## config.mk

```make
export PLATFORM = sky130hd
export DESIGN_NAME = adpll_cfg_sequencer
export DESIGN_NICKNAME = d
export VERILOG_FILES = /design/src/rtl/adpll_cfg_sequencer.sv
export SDC_FILE = /design/constraint.sdc
export NUM_CORES = 1
export LEC_CHECK = 0
export BUFFER_PORTS_ARGS = -buffer_cell sky130_fd_sc_hd__clkbuf_2
export CORE_MARGIN = 10
export CORE_UTILIZATION = 45
export DETAILED_ROUTE_END_ITERATION = 12
export PLACE_DENSITY = 0.67
export SKIP_CTS_REPAIR_TIMING = 1
export SYNTH_ARGS = -nofsm -noshare
export SYNTH_HDL_FRONTEND = slang
export SYNTH_SLANG_ARGS = --single-unit
```

## constraint.sdc

```tcl
create_clock -name clk_i -period 3.7 [get_ports clk_i]
set_input_delay 0.555 -clock clk_i [delete_from_list [all_inputs] [get_ports clk_i]]
set_output_delay 0.555 -clock clk_i [all_outputs]
set_load 0.02 [all_outputs]
```

## src/rtl/adpll_cfg_sequencer.sv

```systemverilog
// rtl/adpll_cfg_sequencer.sv - ADPLL parameter-programming port master sequencer
module adpll_cfg_sequencer #(
    parameter int NPARAM        = 6,
    parameter int PW            = 5,
    parameter int SETTLE_CYCLES = 4
) (
    input  logic                 clk_i,
    input  logic                 rst_ni,
    input  logic                 start_i,
    input  logic [NPARAM*PW-1:0] cfg_bus_i,
    output logic                 busy_o,
    output logic                 done_o,
    output logic                 err_o,
    output logic                 pll_rst_o,
    output logic                 program_o,
    output logic [2:0]           param_sel_o,
    output logic [PW-1:0]        pgm_value_o
);

    typedef enum logic [2:0] {
        S_IDLE,
        S_CHECK,
        S_RST_ASSERT,
        S_WRITE,
        S_SETTLE,
        S_RELEASE
    } state_t;

    localparam logic [3:0] SETTLE_LAST = 4'(SETTLE_CYCLES - 1);
    localparam logic [2:0] LAST_IDX    = 3'(NPARAM - 1);

    state_t                state_q;
    logic [NPARAM*PW-1:0]  cfg_q;
    logic [2:0]            idx_q;
    logic [3:0]            cnt_q;
    logic                  busy_q;
    logic                  done_q;
    logic                  err_q;
    logic                  pll_rst_q;
    logic                  program_q;
    logic [2:0]            param_sel_q;
    logic [PW-1:0]         pgm_value_q;

    logic [2:0]            nidx_d;
    logic [PW-1:0]         first_val_d;
    logic [PW-1:0]         next_val_d;
    logic                  reject_bus_d;
    logic                  reject_cfg_d;

    // Ndiv (field 0) and kdco (last field) of zero would leave the loop unusable.
    always_comb begin
        reject_bus_d = (cfg_bus_i[PW-1:0] == '0)
                    || (cfg_bus_i[(NPARAM-1)*PW +: PW] == '0);
        reject_cfg_d = (cfg_q[PW-1:0] == '0)
                    || (cfg_q[(NPARAM-1)*PW +: PW] == '0);
    end

    always_comb begin
        nidx_d      = idx_q + 3'd1;
        first_val_d = cfg_q[PW-1:0];
        next_val_d  = '0;
        for (int k = 0; k < NPARAM; k++) begin
            if (nidx_d == 3'(k)) begin
                next_val_d = cfg_q[k*PW +: PW];
            end
        end
    end

    always_ff @(posedge clk_i or negedge rst_ni) begin
        if (!rst_ni) begin
            state_q     <= S_IDLE;
            cfg_q       <= '0;
            idx_q       <= '0;
            cnt_q       <= '0;
            busy_q      <= 1'b0;
            done_q      <= 1'b0;
            err_q       <= 1'b0;
            pll_rst_q   <= 1'b1;
            program_q   <= 1'b0;
            param_sel_q <= '0;
            pgm_value_q <= '0;
        end else begin
            done_q <= 1'b0;
            err_q  <= 1'b0;
            case (state_q)
                S_IDLE: begin
                    if (start_i) begin
                        cfg_q   <= cfg_bus_i;
                        busy_q  <= 1'b1;
                        // err is raised on the capture edge so it is visible during CHECK.
                        err_q   <= reject_bus_d;
                        state_q <= S_CHECK;
                    end
                end
                S_CHECK: begin
                    if (reject_cfg_d) begin
                        busy_q  <= 1'b0;
                        state_q <= S_IDLE;
                    end else begin
                        pll_rst_q <= 1'b1;
                        program_q <= 1'b0;
                        state_q   <= S_RST_ASSERT;
                    end
                end
                S_RST_ASSERT: begin
                    program_q   <= 1'b1;
                    idx_q       <= '0;
                    param_sel_q <= '0;
                    pgm_value_q <= first_val_d;
                    state_q     <= S_WRITE;
                end
                S_WRITE: begin
                    if (idx_q == LAST_IDX) begin
                        program_q   <= 1'b0;
                        param_sel_q <= '0;
                        pgm_value_q <= '0;
                        cnt_q       <= SETTLE_LAST;
                        state_q     <= S_SETTLE;
                    end else begin
                        idx_q       <= nidx_d;
                        param_sel_q <= nidx_d;
                        pgm_value_q <= next_val_d;
                    end
                end
                S_SETTLE: begin
                    if (cnt_q == 4'd0) begin
                        pll_rst_q <= 1'b0;
                        done_q    <= 1'b1;
                        busy_q    <= 1'b0;
                        state_q   <= S_RELEASE;
                    end else begin
                        cnt_q <= cnt_q - 4'd1;
                    end
                end
                S_RELEASE: begin
                    state_q <= S_IDLE;
                end
                default: begin
                    state_q <= S_IDLE;
                end
            endcase
        end
    end

    assign busy_o      = busy_q;
    assign done_o      = done_q;
    assign err_o       = err_q;
    assign pll_rst_o   = pll_rst_q;
    assign program_o   = program_q;
    assign param_sel_o = param_sel_q;
    assign pgm_value_o = pgm_value_q;

endmodule

```

=== Word level (Yosys, flattened, before mapping) ===
Index checks and enable logic that the tools add are counted.

* Logic and storage cells: 84
* Flip-flop bits (word level): 53
* Output and inout bits: 13
* Input bits: 33

* $add $sub $neg: 2
* Muxes and demuxes: 33
* Equal/unequal tests: 17
* Reduce and logical (&&, ||, !) cells: 21

{| class="wikitable"
|+ Operators by type and width
! kind !! count
|-
| $mux W5 || 7
|-
| $logic_not A5 Y1 || 4
|-
| $mux W3 || 5
|-
| $pmux W3 S5 || 1
|-
| $ne A2 B2 Y1 const B || 7
|-
| $eq A3 B2 Y1 const B || 4
|-
| $eq A3 B3 Y1 const B || 4
|-
| $pmux W3 S2 || 2
|-
| $reduce_and A3 Y1 || 4
|-
| $mux W1 || 10
|-
| $pmux W5 S2 || 1
|-
| $mux W4 || 2
|-
| $pmux W4 S2 || 1
|-
| $eq A3 B1 Y1 const B || 2
|-
| $logic_not A3 Y1 || 2
|-
| $pmux W1 S3 || 2
|-
| $reduce_bool A2 Y1 || 3
|-
| $reduce_bool A3 Y1 || 2
|-
| $logic_not A4 Y1 || 1
|-
| $reduce_and A2 Y1 || 2
|-
| $reduce_and A4 Y1 || 1
|-
| $sub A4 B1 Y4 const B || 1
|-
| $add A3 B1 Y3 const B || 1
|-
| $logic_or A1 B1 Y1 || 2
|-
| other kinds (2) || 2
|}

=== Depth between registers and ports, before layout ===
* Word-level depth: 10
* Depth in mapped cells: 7
* Mapped depth without buffers: 6

=== Least setup slack after synthesis ===
No wires, ideal clock.

* Path type: reg2reg
* From: register idx_q[0]
* To: register pgm_value_q[0] (netlist: pgm_value_o[0])
* Slack: 2.144 ns
* Data required time: 3.572 ns
* Arrival time: 1.428 ns
* Buffers on the path: 0
* Stages on the path, launching flop included: 6
* Setup time: 0.128 ns
* Period minus slack after synthesis: 1.556 ns
* Path through: dfrtp_1 -> ha_1 -> xor2_1 -> nand2_1 -> o21ai_0 -> o31ai_1

* Longest elaborated chain between the ends: 10
* Elaborated cells on any way between the ends: 16
* Those cells by class: add/sub: 1; eq/ne: 6; mux: 8; reduce/logical: 1

{| class="wikitable"
|+ RTL lines
! item !! RTL line !! source
|-
| start: declaration || 34 || <nowiki>logic [2:0] idx_q;</nowiki>
|-
| start signal: assignment || 120 || <nowiki>idx_q <= nidx_d;</nowiki>
|-
| $add A3 B1 Y3 || 59 || <nowiki>nidx_d = idx_q + 3'd1;</nowiki>
|-
| $logic_not A3 Y1 || 63 || <nowiki>if (nidx_d == 3'(k)) begin</nowiki>
|-
| $mux W5 (6 in a row) || 63 ||
|-
| $mux W5 * || 113 || <nowiki>if (idx_q == LAST_IDX) begin</nowiki>
|-
| $pmux W5 S2 * || 85 || <nowiki>case (state_q)</nowiki>
|-
| end signal: assignment || 109 || <nowiki>pgm_value_q <= first_val_d;</nowiki>
|-
| end signal: assignment || 122 || <nowiki>pgm_value_q <= next_val_d;</nowiki>
|-
| end: declaration || 42 || <nowiki>logic [PW-1:0] pgm_value_q;</nowiki>
|}

Mark *: on every way between the ends. The rest lies on a longest branch, timed or not.
A chain may end at the register's enable or synchronous reset.

=== Worst setup path in the final report ===
* From: register idx_q[0]
* To: register pgm_value_q[1] (netlist: pgm_value_o[1])

Same word-level chain as after synthesis.

==> impl_metrics.csv <==
group,metric,value,unit
run_status,status,"complete, no violations",
die,die_w,95.1,um
clock_network,numCtsBuffers,5,
critical_path,crit_start,"idx_q[0]$_DFFE_PN0P_",
routing,drt-wirelength-per-cell,15.9,um
sta,setup_viol,0,
sta,setup_ws,1.78,ns
routing,drt_iter0_drc,78,
flow_run,cap_violations,0,
routing,drt-met1-wl,2.57,mm
logic_synthesis,ys_seq_area_frac,0.522,
logic_synthesis,synth-main-ff-cell,"dfrtp_1",
logic_synthesis,synth_seq_cells,53,
logic_synthesis,synth_edf_count,0,
clock_network,tritoncts,"built",
critical_path,cp_max_fo,8,
cells_and_area,final_util,0.520,
critical_path,endpoint_kind,"register",
routing,top_layer,"met4",
grt,grt_pass1_vias,1911,
die,start_util,0.461,
logic_synthesis,avgSynthCellArea,10.7,sq um
cells_and_area,antenna_cells,0,
power,finalPower,2.34,mW
die,fp-row-count,27,
sta,finClkSkew,0.0123,ns
placed_design,placed_area,2780,sq um
critical_path,cp-endpoint,"pgm_value_o[1]$_DFFE_PN0P_",
min_path,worstHoldPathType,"primary input to asynchronous set/reset pin",
sta,worst_pin_slew,0.605,ns
sta,max_slew_margin,0.597,
grt,grt_max_degree,42,
critical_path,reg2reg_setup_slack,1.78,ns
power,ir_drop,0.349,mV
critical_path,cp_num_cells,5,
cells_and_area,design_area,2870,sq um
clock_network,cts.clk_slew.worst_paths,0.10,ns
routing,routed_wirelength,5.58,mm
routing,dr.pass1.iters,4,
cells_and_area,final_nets,317,
clock_network,htreeDepth,2,
sta,finalHoldViolCount,0,
die,core_area,5510,sq um
critical_path,startpoint_type,"register",
grt,track_usage,0.131,
sta,max_freq,520,MHz
logic_synthesis,netlist_area,2540,sq um
logic_synthesis,synthArstFlopShare,1.00,
sta,finalSetupTns,0,ns
routing,via_per_inst,5.31,
sta,rsz0062_at_grt,"false",
logic_synthesis,syn-num-nets,277,
cells_and_area,syn2layout_area_growth,12.8,%
clock_network,insertion_delay,0.31,ns
critical_path,critPathBufInv,0,
critical_path,worstPathArrival,2.11,ns
critical_path,crit_required,3.89,ns
critical_path,reg2reg_depth,5,
routing,dr_wl_met3,296,um
grt,grt_pass1_wl,9.43,mm
critical_path,critPathMaxStageDelay,0.51,ns
critical_path,r2r-start,"idx_q[0]$_DFFE_PN0P_",
cells_and_area,final_cell_mix,"dfrtp_1 (52), clkbuf_2 (45), o21ai_0 (33)",
critical_path,critPathKind,"register to register",
critical_path,crit_slowest_cell,"xor2_1",
routing,antenna_left,0,
logic_synthesis,synth_cell_type_count,38,
placed_design,place_inst,342,
grt,overflow,0,
routing,met2_length,2.64,mm
logic_synthesis,ys_warn_count,0,
power,power_density,816,nW/um^2
logic_synthesis,postSynthCellCount,237,
placed_design,io_buffers,45,
cells_and_area,fin_cells,350,
sta,drv_slew,0,
critical_path,crit_path_cell_trace,"ha_1 > xor2_1 > nand2_1 > o21ai_0 > o31ai_1",
cells_and_area,layout-drive-gt1-share,0.291,
placed_design,dpl.hpwl,4.24,mm
clock_network,ctsLongestPathBuffers,2,
clock_network,clock_sinks,53,
sta,hold_ws,0.226,ns
placed_design,place_congestion,0.790,
sta,fin_crit_sh,0.520,
die,chipHeight,95.1,um
sta,period_needed,1.92,ns
clock_network,root_buffer,"clkbuf_8",
power,leakage,1.34,nW
routing,dr_total_vias,1860,
cells_and_area,final_common_cell,"dfrtp_1",
critical_path,timing.rr.end,"pgm_value_o[1]$_DFFE_PN0P_",
critical_path,cp_top_family,"XOR/XNOR gates",
routing,drc,0,
placed_design,pre_cts_ws,1.80,ns
die,io_pins,46,
grt,antenna_found_initial,0,
die,dieArea,9050,sq um
## layer usage
metal | vias to the layer above | GRT usage
li1 | 918 | -
met1 | 905 | 0.169
met2 | 30 | 0.205
met3 | 7 | 0.0416
met4 | 0 | 0.0387
met5 | - | 0
## power breakdown
part           total, mW  internal [mW]  switching (mW)  leakage, nW
Combinational      0.955          0.411           0.544        0.648
Sequential          1.06          0.846           0.215        0.649
Clock              0.321          0.132           0.190       0.0450
## how the worst min path moves through the flow
stage / end / slack, ns
2_1_floorplan: busy_o$_DFFE_PN0P_ / 0.26
3_3_place_gp: pll_rst_o$_DFFE_PN1P_ / 0.45
3_5_place_dp: pll_rst_o$_DFFE_PN1P_ / 0.47
4_1_cts: cnt_q[2]$_DFFE_PN0P_ / 0.25
5_1_grt: cnt_q[2]$_DFFE_PN0P_ / 0.26
6_report: cnt_q[2]$_DFFE_PN0P_ / 0.23
## logic make-up after synthesis
| family | after synthesis | share of synthesized area |
|---|---|---|
| AOI/OAI and AO/OA | 75 | 0.172 |
| DFF | 53 | 0.522 |
| and+or+nand+nor | 46 | 0.104 |
| buffers and inverters | 31 | 0.0601 |
| xor gates and xnor gates | 4 | 0.0138 |
| muxes | 21 | 0.0931 |
| adders and majority gates | 7 | 0.0345 |
## sequential cells by signal, summed over array words and instances (netlist names), 3 cells and up
name	flops
pgm_value_o	5
cfg_q	30
idx_q	3
state_q	3
param_sel_o	3
cnt_q	4
## layout make-up
cell class | count | area, sq um
clock buffers | 6 | 72.6
clock inverters | 2 | 10.0
fillers | 499 | 2640
inverters | 17 | 63.8
multi-input cells | 153 | 1060
flip-flops and latches | 53 | 1330
well taps | 72 | 90.1
repair buffers | 47 | 240
## cells in the mapped netlist (4+ instances only)
master	number	area share
nand2_1	22	0.032
dfrtp_1	52	0.51
nor2_1	4	0.0059
inv_1	17	0.025
or4_1	5	0.015
o31ai_1	5	0.015
mux2_2	21	0.093
ha_1	7	0.034
clkbuf_1	5	0.0074
xor2_1	4	0.014
a221oi_1	5	0.017
o21ai_0	33	0.065
a21oi_1	21	0.041
No activity file was read; power rests on OpenSTA's default activity.
